## src/rtl/display_pkg.sv

```systemverilog
// Shared timing constants and state type for the LED nibble display path.
package display_pkg;

  localparam int NIBBLE_CYCLES = 6_000_000;
  localparam int FRAME_CYCLES  = 4 * NIBBLE_CYCLES;

  typedef enum logic {
    IDLE,
    DWELL
  } state_t;

endpackage

```

## src/rtl/sync_fifo.sv

```systemverilog
// Small synchronous FIFO with a registered head word and occupancy-based full/empty.
module sync_fifo #(
  parameter int WIDTH = 16,
  parameter int DEPTH = 4
) (
  input  logic                     i_clk,
  input  logic                     i_rst,
  input  logic                     i_push,
  input  logic [WIDTH-1:0]         i_data,
  input  logic                     i_pop,
  output logic [WIDTH-1:0]         o_head,
  output logic [$clog2(DEPTH):0]   o_level,
  output logic                     o_full,
  output logic                     o_empty
);

  localparam int AW = $clog2(DEPTH);

  logic [WIDTH-1:0] r_mem [DEPTH];
  logic [AW-1:0]    r_wrPtr;
  logic [AW-1:0]    r_rdPtr;
  logic [AW:0]      r_level;
  logic [WIDTH-1:0] r_head;

  logic             w_push;
  logic             w_pop;
  logic [AW-1:0]    w_rdNext;

  assign o_full   = (r_level == (AW+1)'(DEPTH));
  assign o_empty  = (r_level == '0);
  assign w_push   = i_push && !o_full;
  assign w_pop    = i_pop && !o_empty;
  assign w_rdNext = r_rdPtr + AW'(w_pop);

  assign o_head  = r_head;
  assign o_level = r_level;

  always_ff @(posedge i_clk) begin
    if (w_push) begin
      r_mem[r_wrPtr] <= i_data;
    end
  end

  // The head register tracks whatever will sit at the read pointer after this edge,
  // bypassing the incoming word when it lands directly in the head slot.
  always_ff @(posedge i_clk or posedge i_rst) begin
    if (i_rst) begin
      r_wrPtr <= '0;
      r_rdPtr <= '0;
      r_level <= '0;
      r_head  <= '0;
    end else begin
      r_wrPtr <= r_wrPtr + AW'(w_push);
      r_rdPtr <= w_rdNext;
      r_level <= r_level + (AW+1)'(w_push) - (AW+1)'(w_pop);
      if (w_push && (r_wrPtr == w_rdNext)) begin
        r_head <= i_data;
      end else begin
        r_head <= r_mem[w_rdNext];
      end
    end
  end

endmodule

```

## src/rtl/display_value_queue.sv

```systemverilog
// Buffers 16-bit values and presents each to the nibble display for a fixed dwell time.
module display_value_queue
  import display_pkg::*;
#(
  parameter int DWELL_CYCLES = FRAME_CYCLES,
  parameter int DEPTH        = 4
) (
  input  logic                   clk,
  input  logic                   rst,
  input  logic                   in_valid,
  input  logic [15:0]            in_data,
  output logic                   in_ready,
  output logic [15:0]            value,
  output logic                   value_new,
  output logic [$clog2(DEPTH):0] level
);

  localparam int            CW       = (DWELL_CYCLES > 1) ? $clog2(DWELL_CYCLES) : 1;
  localparam logic [CW-1:0] TERMINAL = CW'(DWELL_CYCLES - 1);

  state_t      r_state;
  state_t      w_stateNext;
  logic [CW-1:0] r_count;
  logic [15:0] r_value;
  logic        r_valueNew;

  logic [15:0] w_head;
  logic        w_full;
  logic        w_empty;
  logic        w_pop;
  logic        w_terminal;

  sync_fifo #(
    .WIDTH(16),
    .DEPTH(DEPTH)
  ) u_fifo (
    .i_clk  (clk),
    .i_rst  (rst),
    .i_push (in_valid),
    .i_data (in_data),
    .i_pop  (w_pop),
    .o_head (w_head),
    .o_level(level),
    .o_full (w_full),
    .o_empty(w_empty)
  );

  assign in_ready   = !w_full;
  assign value      = r_value;
  assign value_new  = r_valueNew;
  assign w_terminal = (r_count == TERMINAL);

  always_comb begin
    w_stateNext = r_state;
    w_pop       = 1'b0;
    case (r_state)
      IDLE: begin
        if (!w_empty) begin
          w_pop       = 1'b1;
          w_stateNext = DWELL;
        end
      end
      DWELL: begin
        if (w_terminal) begin
          if (!w_empty) begin
            w_pop = 1'b1;
          end else begin
            w_stateNext = IDLE;
          end
        end
      end
      default: w_stateNext = IDLE;
    endcase
  end

  always_ff @(posedge clk or posedge rst) begin
    if (rst) begin
      r_state <= IDLE;
    end else begin
      r_state <= w_stateNext;
    end
  end

  // Each pop restarts the dwell; the counter parks at zero whenever nothing is dwelling.
  always_ff @(posedge clk or posedge rst) begin
    if (rst) begin
      r_value    <= '0;
      r_valueNew <= 1'b0;
      r_count    <= '0;
    end else begin
      r_valueNew <= w_pop;
      if (w_pop) begin
        r_value <= w_head;
        r_count <= '0;
      end else if ((r_state == DWELL) && !w_terminal) begin
        r_count <= r_count + 1'b1;
      end else begin
        r_count <= '0;
      end
    end
  end

endmodule

```

## config.mk

```make
export PLATFORM = sky130hd
export DESIGN_NAME = display_value_queue
export DESIGN_NICKNAME = d
export VERILOG_FILES = /design/src/rtl/display_pkg.sv /design/src/rtl/sync_fifo.sv /design/src/rtl/display_value_queue.sv
export SDC_FILE = /design/constraint.sdc
export NUM_CORES = 1
export LEC_CHECK = 0
export CAP_MARGIN = 25
export CORE_UTILIZATION = 40
export CTS_CLUSTER_SIZE = 30
export DETAILED_ROUTE_END_ITERATION = 8
export PLACE_DENSITY_LB_ADDON = 0.15
export SLEW_MARGIN = 20
export SYNTH_ARGS = -nofsm -noshare
export SYNTH_HDL_FRONTEND = slang
export SYNTH_SLANG_ARGS = --single-unit
export TNS_END_PERCENT = 1
```

## constraint.sdc

```tcl
create_clock -name clk -period 7.6 [get_ports clk]
set_clock_uncertainty 0.05 [all_clocks]
set_input_delay 0.76 -clock clk [delete_from_list [all_inputs] [get_ports clk]]
set_output_delay 0.76 -clock clk [all_outputs]
set_load 0.01 [all_outputs]
```

### Word level (Yosys, flattened, before mapping)

Memory sizes are Yosys's and may differ from the RTL's. A register that Yosys moved wholly into a read port is not among the register bits.
Index checks and enable logic that the tools add are counted.

| operators by class | value |
|---|---|
| eq/ne operators | 2 |
| bitwise gates (word level) | 1 |
| reduce and logical (&&, ||, !) cells | 7 |
| add/sub/neg operators | 5 |
| mux-type cells | 9 |

Operators with widths:

| kind | number |
|---|---|
| $mux 25 | 2 |
| $add 25x1->25 const B | 1 |
| $eq 25x25->1 const B | 1 |
| $mux 1 | 5 |
| $add 2x1->2 | 2 |
| $pmux 1 s2 | 2 |
| $add 3x1->3 | 1 |
| $eq 3x3->1 const B | 1 |
| $logic_and 1x1->1 | 3 |
| $logic_not 1->1 | 3 |
| $logic_not 3->1 | 1 |
| $sub 3x1->3 | 1 |
| $not 1->1 | 1 |

| word-level totals | value |
|---|---|
| input bits | 19 |
| register bits | 50 |
| RAM bits | 64 |
| memories | 1 |
| word-level logic and storage cells | 32 |
| output and inout port bits | 21 |

Memories:

| memory | words | bits a word | rd ports | clocked after Yosys merged registers in | wr ports | RTL line | RTL |
|---|---|---|---|---|---|---|---|
| u_fifo.r_mem | 4 | 16 | 1 | 1 | 1 | sync_fifo.sv:19 | `logic [WIDTH-1:0] r_mem [DEPTH];` |

### Depth between registers and ports, before layout

| logic depth | value |
|---|---|
| depth in word-level cells | 6 |
| mapped depth | 13 |
| depth with buffers taken out | 11 |

### Modules after synthesis

From an unflattened synthesis, not the netlist that was laid out.

| unflattened totals | value |
|---|---|
| cells, all modules | 515 |
| area, all modules | 6054.6 sq um |

Modules (own cells, without submodules):

| module | area an instance (sq um) | sequential area each (sq um) | instances | cells each |
|---|---|---|---|---|
| sync_fifo | 3965.1 | 2497.4 | 1 | 299 |
| display_value_queue | 2089.5 | 1076.0 | 1 | 216 |

### Worst setup path before layout

OpenSTA, ideal clock, no wires.

| timing | value |
|---|---|
| path kind | register -> register |
| from | reg r_count[0] |
| to | reg u_fifo.r_head[10] (netlist: u_fifo.o_head[10]), read port of u_fifo.r_mem |
| setup slack | 3.849 ns |
| period minus slack after synthesis | 3.751 ns |
| setup time | 0.125 ns |
| data required time | 7.425 ns |
| buffers on the path | 4 |
| cell stages (with the launch flop) | 13 |
| data arrival time | 3.576 ns |
| cells stage by stage | dfrtp_1 ha_1 and3_1 clkbuf_1 and3_1 a31oi_4 buf_6 inv_1 ha_1 buf_2 clkbuf_1 mux4_2 mux2_2 |

| between the ends | value |
|---|---|
| cells in the longest elaborated chain, start to end | 5 |

RTL lines:

| item | RTL line | RTL |
|---|---|---|
| start, declared | display_value_queue.sv:23 | `logic [CW-1:0] r_count;` |
| start signal, assigned | display_value_queue.sv:96 | `r_count <= r_count + 1'b1;` |
| $eq 25x25->1 | display_value_queue.sv:51 | `assign w_terminal = (r_count == TERMINAL);` |
| $mux 1 | display_value_queue.sv:64 | `if (w_terminal) begin` |
| $pmux 1 s2 | display_value_queue.sv:56 | `case (r_state)` |
| $logic_and 1x1->1 | sync_fifo.sv:32 | `assign w_pop = i_pop && !o_empty;` |
| $add 2x1->2 | sync_fifo.sv:33 | `assign w_rdNext = r_rdPtr + AW'(w_pop);` |
| via u_fifo.w_rdNext[0] | sync_fifo.sv:27 | `logic [AW-1:0] w_rdNext;` |
| end, declared | sync_fifo.sv:23 | `logic [WIDTH-1:0] r_head;` |

The timed path passes the listed nets, and every way through them passes these cells.
A chain may end at the register's enable or synchronous reset.

### Worst setup path after layout

| timing | value |
|---|---|
| from | reg r_count[0] |
| to | reg u_fifo.r_head[3] (netlist: u_fifo.o_head[3]), read port of u_fifo.r_mem |

Same word-level chain as after synthesis.

==> metrics.yaml <==
placement:
  dp_slack_ps: 3520
  dp_hpwl_um: 5830
  placed_area_um2: 5870
  port_buffers: 39
  gp_congestion: 0.748
  dpl.cell_count: 532
timing:
  setup_ws_ps: 3650
  slew_headroom_pct: 35.5
  max_freq_mhz: 253
  maxSlewViolCount: 0
  fin_setup_tns_ps: 0
  finalSetupViolations: 0
  tightest_slew_ps: 967
  grt_setup_unrepaired: "false"
  hold_viol: 0
  whs_ps: 426
  period_share_pct: 52.0
  fin_crit_ps: 3950
logic_synthesis:
  syn-num-nets: 349
  yosys_warnings: 0
  synth_top_family_by_area: "multiplexers"
  ys_seq_elements: 130
  synth_compound_area_share_pct: 3.19
  synthSimpleGateAreaFrac_pct: 8.16
  syn_inst: 324
  ys_seq_area_share_pct: 68.0
  ys_types: 38
  synth.area.mux_share_pct: 14.5
  ys.flop_type: "dfrtp_1"
  async_flop_share_pct: 50.8
  syn_area_um2: 5260
  synthAdderAreaFrac_pct: 1.57
  syn_area_per_cell_um2: 16.2
  synth_edf_count: 64
  synthXorXnorAreaFrac_pct: 3.00
pwr:
  seqPwrFrac_pct: 46.0
  switching_share_pct: 23.6
  intPower_mw: 1.49
  p_leak_nw: 2.57
  pwr-share-comb_pct: 10.8
  finalPower_mw: 1.95
  vdd_drop_max_uv: 161
  clockPowerShare_pct: 43.1
  p_sw_uw: 460
  power_density_nw_per_um2: 300
die:
  row_count: 41
  die_y_um: 117
  die-width_um: 117
  start_util_pct: 41.3
  core_um2: 12700
  die-area_um2: 13600
  io_pins: 40
run:
  drv_cap: 0
worst_setup_path:
  arrival_ps: 4190
  cp_num_buf_inv: 1
  startpoint_type: "flop"
  cp.required_ps: 7840
  worstPathMaxFanout: 18
  cpPeakStageDelay_ps: 740
  crit_family: "adder cells"
  reg2reg_slack_ps: 3650
  cp_slowest_cell: "ha_1"
  critPathKind: "flop to flop"
  end_kind: "flop"
  cp_cell_sequence: "ha_1 > and3_1 > and3_1 > a31oi_4 > inv_1 > ha_1 > xnor2_1 > nand3_2 > mux2_2"
detailed_routing:
  ant_nets: 0
  wirelength_um: 9480
  drtIter0Drc: 157
  vias_per_cell: 5.04
  drt-wirelength-per-cell_um: 16.8
  drc: 0
  drt-pass1-iter-count: 4
  vias: 2840
status:
  status: "completed"
clock_tree:
  clock-root-buffer: "clkbuf_16"
  post_cts_resized: 0
  cts.sinks: 130
  clk_pin_slew_ps: 60
  htreeDepth: 4
  ctsHoldBuffers: 0
  cts.path.max_buffers: 2
  post_cts_buffers: 0
  cts_tree: "done"
  cts_inserted_buffers: 17
  clk_latency_ps: 410
final_layout:
  fillers: 1118
  multi_input_area_um2: 1610
  final_util_pct: 51.0
  num-nets-final: 404
  diodes: 0
  regArea_um2: 3570
  syn_to_final_growth_pct: 23.4
  finalNonFillerCells: 564
  drive_gt1_share_pct: 23.2
  finalInstanceArea_um2: 6490
global_routing:
  grt_remaining_overflow: 0
  grt_pass1_wl_um: 15700
  grtUsageTotal_pct: 16.1
  grt_max_degree: 67
  antenna_found_initial: 0
  grt_pass1_vias: 3025
worst_hold_path:
  hold_path.class: "flop to flop"
## cells in the mapped netlist (all sizes together), types with 2 or more instances
cell type / n / share of area, %
and3: 8 / 0.95
nand2: 12 / 0.86
nand3: 8 / 0.86
or3: 5 / 0.59
mux4: 16 / 6.9
edfxtp: 64 / 37
xor2: 9 / 1.5
and4: 2 / 0.33
nand4: 8 / 0.95
a21oi: 11 / 1.0
buf: 5 / 0.64
mux2: 32 / 7.4
ha: 5 / 1.2
or4: 7 / 1.1
o21ai: 4 / 0.38
o31ai: 6 / 0.86
xnor2: 9 / 1.5
inv: 11 / 0.79
dfrtp: 66 / 31
nor2: 20 / 1.4
clkbuf: 3 / 0.21
nor4: 3 / 0.64
## kinds of logic (layout without fill, tap and decap cells)
group / Yosys count / count (layout)
xor gates and xnor gates: 18 / 18
AOI/OAI and AO/OA: 25 / 25
adders and majority gates: 6 / 6
DFF: 130 / 130
muxes: 49 / 49
buffers and inverters: 19 / 87
and+or+nand+nor: 77 / 77
## power groups by stage
stage | clock network, mW | logic [mW] | registers (mW)
finish | 0.841 | 0.211 | 0.897
global route | 0.890 | 0.235 | 0.907
CTS | 0.860 | 0.218 | 0.898
detailed placement | 0 | 0.217 | 0.911
global placement | 0 | 0.212 | 0.905
floorplan | 0 | 0.134 | 0.901
## placed cells by master, fill, tap and decap left out, types with 10 or more instances in the layout
master and instances:
mux2_2 24, a21oi_1 11, edfxtp_1 64, clkbuf_16 17
mux4_2 16, clkdlybuf4s50_1 39, dfrtp_1 66, inv_1 10
nor2_1 20, nand2_1 12
## worst paths after layout
kind | depth (start not counted) | startpoint | to
max in group asynchronous | 3 | rst | value[9]
min | 1 | u_fifo.o_head[11] | value[11]
max reg2reg | 9 | r_count[0] | u_fifo.o_head[3]
min reg2reg | 1 | u_fifo.o_head[11] | value[11]
min in group asynchronous | 3 | rst | r_count[18]
max | 9 | r_count[0] | u_fifo.o_head[3]
## area by class of cell
type / count / share of cell area, %
multi-input cells: 175 / 24.8
clock inverters: 13 / 2.64
clock buffers: 19 / 6.83
flip-flops and latches: 130 / 55.1
repair buffers: 44 / 6.71
well taps: 172 / 3.32
inverters: 11 / 0.636
## state kept, by name (all words and copies together) (netlist names)
name,cells
r_count,25
value_new,1
u_fifo.o_level,3
u_fifo.r_mem,64
r_state,1
u_fifo.r_rdPtr,2
value,16
u_fifo.o_head,16
u_fifo.r_wrPtr,2
## per-layer routing
layer / vias up / part of all wire, % / GRT usage (%)
li1: 1335 / - / -
met1: 1453 / 43 / 19.1
met2: 41 / 52 / 27.3
met3: 11 / 3.0 / 5.81
met4: 0 / 1.2 / 5.23
met5: - / 0 / 0
No activity file was read; power rests on OpenSTA's default activity.
